===== config.mk =====
export PLATFORM = sky130hd
export DESIGN_NAME = pixel_serializer
export DESIGN_NICKNAME = d
export VERILOG_FILES = /design/src/rtl/pixel_serializer.sv
export SDC_FILE = /design/constraint.sdc
export NUM_CORES = 1
export LEC_CHECK = 0
export BUFFER_PORTS_ARGS = -buffer_cell sky130_fd_sc_hd__buf_2
export CORE_MARGIN = 5
export CORE_UTILIZATION = 60
export DETAILED_ROUTE_END_ITERATION = 16
export PLACE_DENSITY = 0.88
export SYNTH_ARGS = -nofsm -noshare
export SYNTH_HDL_FRONTEND = slang
export SYNTH_SLANG_ARGS = --single-unit

===== constraint.sdc =====
create_clock -name clk -period 2.7 [get_ports clk]
set_input_delay 0.27 -clock clk [delete_from_list [all_inputs] [get_ports clk]]
set_output_delay 0.27 -clock clk [all_outputs]
set_load 0.03 [all_outputs]

===== src/rtl/pixel_serializer.sv =====
// Pixel serializer: 24-bit words shifted out MSB first on a fixed framing.
// Define SER_REPEAT_LAST_EN to resend the last real word on underrun.
module pixel_serializer #(
    parameter int                 PIXEL_W   = 24,
    parameter logic [PIXEL_W-1:0] IDLE_WORD = '0
) (
    input  logic               clk,
    input  logic               rst,
    input  logic [PIXEL_W-1:0] pixel_data,
    input  logic               pixel_valid,
    output logic               pixel_ready,
    output logic               serial_data,
    output logic               word_start,
    output logic               underrun
);

    localparam int               CNT_W    = $clog2(PIXEL_W);
    localparam logic [CNT_W-1:0] CNT_LAST = CNT_W'(PIXEL_W - 1);

    logic [PIXEL_W-1:0] shift_reg;
    logic [PIXEL_W-1:0] hold_reg;
    logic [PIXEL_W-1:0] refill;
    logic [CNT_W-1:0]   bit_cnt;
    logic               hold_full;
    logic               fill;
    logic               load;
    logic               transfer;

    assign load        = (bit_cnt == CNT_LAST);
    assign pixel_ready = !hold_full || load;
    assign transfer    = pixel_valid && pixel_ready;

    assign serial_data = shift_reg[PIXEL_W-1];
    assign word_start  = (bit_cnt == '0);
    assign underrun    = fill;

`ifdef SER_REPEAT_LAST_EN
    logic [PIXEL_W-1:0] last_word;

    // Tracks the last real word so an underrun holds the static image.
    always_ff @(posedge clk or posedge rst) begin
        if (rst) begin
            last_word <= IDLE_WORD;
        end else if (load && hold_full) begin
            last_word <= hold_reg;
        end else if (load && transfer) begin
            last_word <= pixel_data;
        end
    end

    assign refill = last_word;
`else
    assign refill = IDLE_WORD;
`endif

    always_ff @(posedge clk or posedge rst) begin
        if (rst) begin
            shift_reg <= IDLE_WORD;
            hold_reg  <= '0;
            bit_cnt   <= '0;
            hold_full <= 1'b0;
            fill      <= 1'b1;
        end else if (load) begin
            bit_cnt <= '0;
            if (hold_full) begin
                // Drain the held pixel and refill the buffer on the same edge.
                shift_reg <= hold_reg;
                fill      <= 1'b0;
                hold_full <= transfer;
                if (transfer) begin
                    hold_reg <= pixel_data;
                end
            end else if (transfer) begin
                shift_reg <= pixel_data;
                fill      <= 1'b0;
            end else begin
                shift_reg <= refill;
                fill      <= 1'b1;
            end
        end else begin
            bit_cnt   <= bit_cnt + 1'b1;
            shift_reg <= {shift_reg[PIXEL_W-2:0], 1'b0};
            if (transfer) begin
                hold_reg  <= pixel_data;
                hold_full <= 1'b1;
            end
        end
    end

endmodule


==> results by group <==
Layout
  • Layout fillers: around 290
  • Nets: between 200 and 300
  • Area added between synthesis and finish: 12.10%
  • Layout cells sized above 1: 30.57%
  • Register area: between 0.001 and 0.0015 mm^2
  • Diode count: 0
  • Multi-input combinational cell area: around 950 um^2
  • Fin area: ~0.0027 mm^2

STA
  • Fin Setup TNS: 0 ns
  • Fmax: a little under 500 MHz
  • Tmin final: 2.078 ns
  • Worst slew margin: roughly two thirds
  • Clock Skews: between 0.01 and 0.015 ns
  • Final Hold Fails: 0
  • Final cycle utilization of the critical path: 76.96%
  • Least-Margin Pin Slew: 0.4712 ns
  • Unrepaired setup endpoints after global routing: false
  • Pins Over Slew Limit: 0
  • Final setup violation count: 0

Flow run
  • Max Cap Viol: 0

Logic synthesis
  • Synth Flop Type: dfrtp_1
  • Synth cell count leaders: dfrtp_1, nand2_1, o21ai_0
  • Post-synthesis sequential area ratio: about 57%
  • Syn Inst Count: just under 200
  • Post-Syn Nets: 228
  • Yosys reg bits: 55
  • Mapped Area: 0.002420 mm^2
  • Synth top area share: a little under three fifths
  • Most frequent cell after synthesis: dfrtp_1
  • Synth top area cells: dfrtp_1, mux2_4, o21ai_0, a22oi_1, nand2_1
  • Ys async rst share: 100.0%
  • Post-synth top area cell: dfrtp_1
  • Synth cell types: 24
  • Avg Cell Area, Syn: 12.16 um^2
  • Post-synth EDFFs: 0
  • Yosys warnings: 0

Die
  • Die Y: between 70 and 80 um
  • Cell Rows: 23
  • Ports: 31
  • Starting Density: 61.38%
  • Die width: 73.51 um
  • Die footprint: ~0.0054 mm^2
  • Core area: approximately 0.0039 mm^2

Pwr
  • Total Power: approximately 1700 uW
  • Max rail drop VDD: just under 0.4 mV
  • Leak pwr: between 0.001 and 0.0015 uW
  • PwrDens: approximately 640 mW/mm^2

Worst setup path
  • Crit path DAT: roughly 1.8 ns
  • Worst stage delay on the critical path: 0.43 ns
  • R2R Path End: hold_reg[12]
  • Critical Path, Cell by Cell: ha_1 -> nand4b_1 -> buf_4 -> nand2_1 -> buf_2
  • Setup crit start kind: flip-flop
  • Worst Setup Path Type: flip-flop to output pin
  • RR Startpoint: bit_cnt[0]
  • Crit path max-delay cell type: dfrtp_1
  • Worst R2R Setup Slack: approximately 0.72 ns
  • Max FO, Critical Path: 40
  • CP endpoint kind: output pin
  • Reg2Reg Depth: 4
  • Critical Path RT: 2.43 ns

Routing
  • Drt via density: between 5 and 6
  • Drt total wl: between 4 and 5 mm
  • 1st-pass router iterations: 4
  • Initial DRC Count: 55
  • DRC: 0
  • DR vias: between 1500 and 2000
  • Drt wl/cell: 15.98 um
  • ANT nets after route: 0

Global routing
  • Total grt overflow: 0
  • Vias in the first global route: 1697
  • Initial antenna violation count: 0
  • Largest net degree at the start of global routing: a little over 40
  • Gr usage total: 19.23%
  • First-pass GRT wire length: between 7 and 8 mm

Min path
  • HP Start: pixel_data[14]
  • Hold Crit Depth: 2
  • Hold EP: hold_reg[14]
  • Hold Path Class: primary input to flip-flop

CTS
  • CTS tree: yes
  • Worst-skew pair later-pin latency: 0.31 ns
  • CTS buffer count: 5
  • H-Tree Depth: 2
  • Clock sinks: 55
  • Clock root buffer master: clkbuf_8
  • Max Root-Sink Buffers: 2
  • Post-CTS Setup Inserts: 0
  • Worst-path clk slew: ~0.10 ns

Place
  • DP Area: approximately 0.0026 mm^2
  • Placer congestion estimate: 0.7509
  • HPWL Detailed: slightly below 3 mm
  • IO Port Bufs: 30

Run status
  • Status: finished, final reports clean
-- logic make-up (layout without fill, tap and decap cells) --
family	Yosys count	after routing	synth area share, %
AO/OA/AOI/OAI	49	49	11.79
XOR/XNOR	2	2	0.7240
buffers and inverters	18	48	3.826
adder cells (fa/ha/maj)	3	3	1.448
AND/OR/NAND/NOR	47	47	10.39
flip-flops	55	55	56.93
multiplexers	25	25	14.89
-- area by class of cell --
type	instances	area share (%)
multi-input combinational	126	35.01
tap	50	2.306
clock inverter	1	1.107
clock buffer	7	2.814
sequential	55	50.78
timing repair buffer	37	7.565
inverter	3	0.4151
-- critical path, delay by kind of cell, from the launching register on --
kind | cells | cell delay [ns]
buffers and inverters | 2 | 0.53
flip-flops | 1 | 0.43
adder cells (fa/ha/maj) | 1 | 0.28
AND/OR/NAND/NOR | 2 | 0.24
-- worst max-delay path by stage --
| stage | start | to | cells past startpoint |
|---|---|---|---|
| 2_1_floorplan | bit_cnt[0] | word_start | 3 |
| 3_3_place_gp | bit_cnt[0] | hold_reg[10] | 4 |
| 3_5_place_dp | bit_cnt[0] | hold_reg[12] | 4 |
| 4_1_cts | bit_cnt[0] | pixel_ready | 5 |
| 5_1_grt | bit_cnt[0] | pixel_ready | 5 |
| 6_report | bit_cnt[0] | pixel_ready | 5 |
-- report_power, final --
| group | total (uW) | leakage, uW | switching [uW] | internal [uW] |
|---|---|---|---|---|
| sequential | 973 | 0.000652 | 48.2 | 925 |
| combinational | 228 | 0.000621 | 99.5 | 128 |
| clock | 535 | 0.0000524 | 257 | 278 |
-- layout by cell type (no fill, tap or decap), drive strengths merged, types with 7 or more instances in the layout --
cell type	instances
buf	36
dfrtp	54
and3b	9
a21oi	9
clkbuf	7
mux2	25
o21ai	24
nand2	27
a22oi	15
-- through the flow --
step | setup slack (ns) | std cells | hold WS (ns) | util (%)
global route | 0.4928 | 279 | 0.1843 | 68.80
detailed placement | 0.7651 | 270 | 0.2370 | 65.85
global placement | 0.8248 | 270 | 0.2294 | 65.85
floorplan | 0.8508 | 199 | 0.4180 | -
CTS | 0.6169 | 279 | 0.1903 | 68.80
finish | 0.6221 | 279 | 0.1975 | 68.80
-- routing by layer --
| layer | vias to the layer above | track usage (%) | wire [um] |
|---|---|---|---|
| met3 | 12 | 5.472 | 189 |
| met5 | - | 0 | 0 |
| met4 | 0 | 8.853 | 120 |
| met2 | 33 | 29.04 | 2093 |
| met1 | 746 | 25.75 | 2055 |
| li1 | 749 | - | - |
-- repair_timing --
item	CTS	global route
hold endpoints to repair	12	0
hold buffers	1	0
gates resized for setup	0	0
setup endpoints to repair	0	0
No activity file was read; power rests on OpenSTA's default activity.
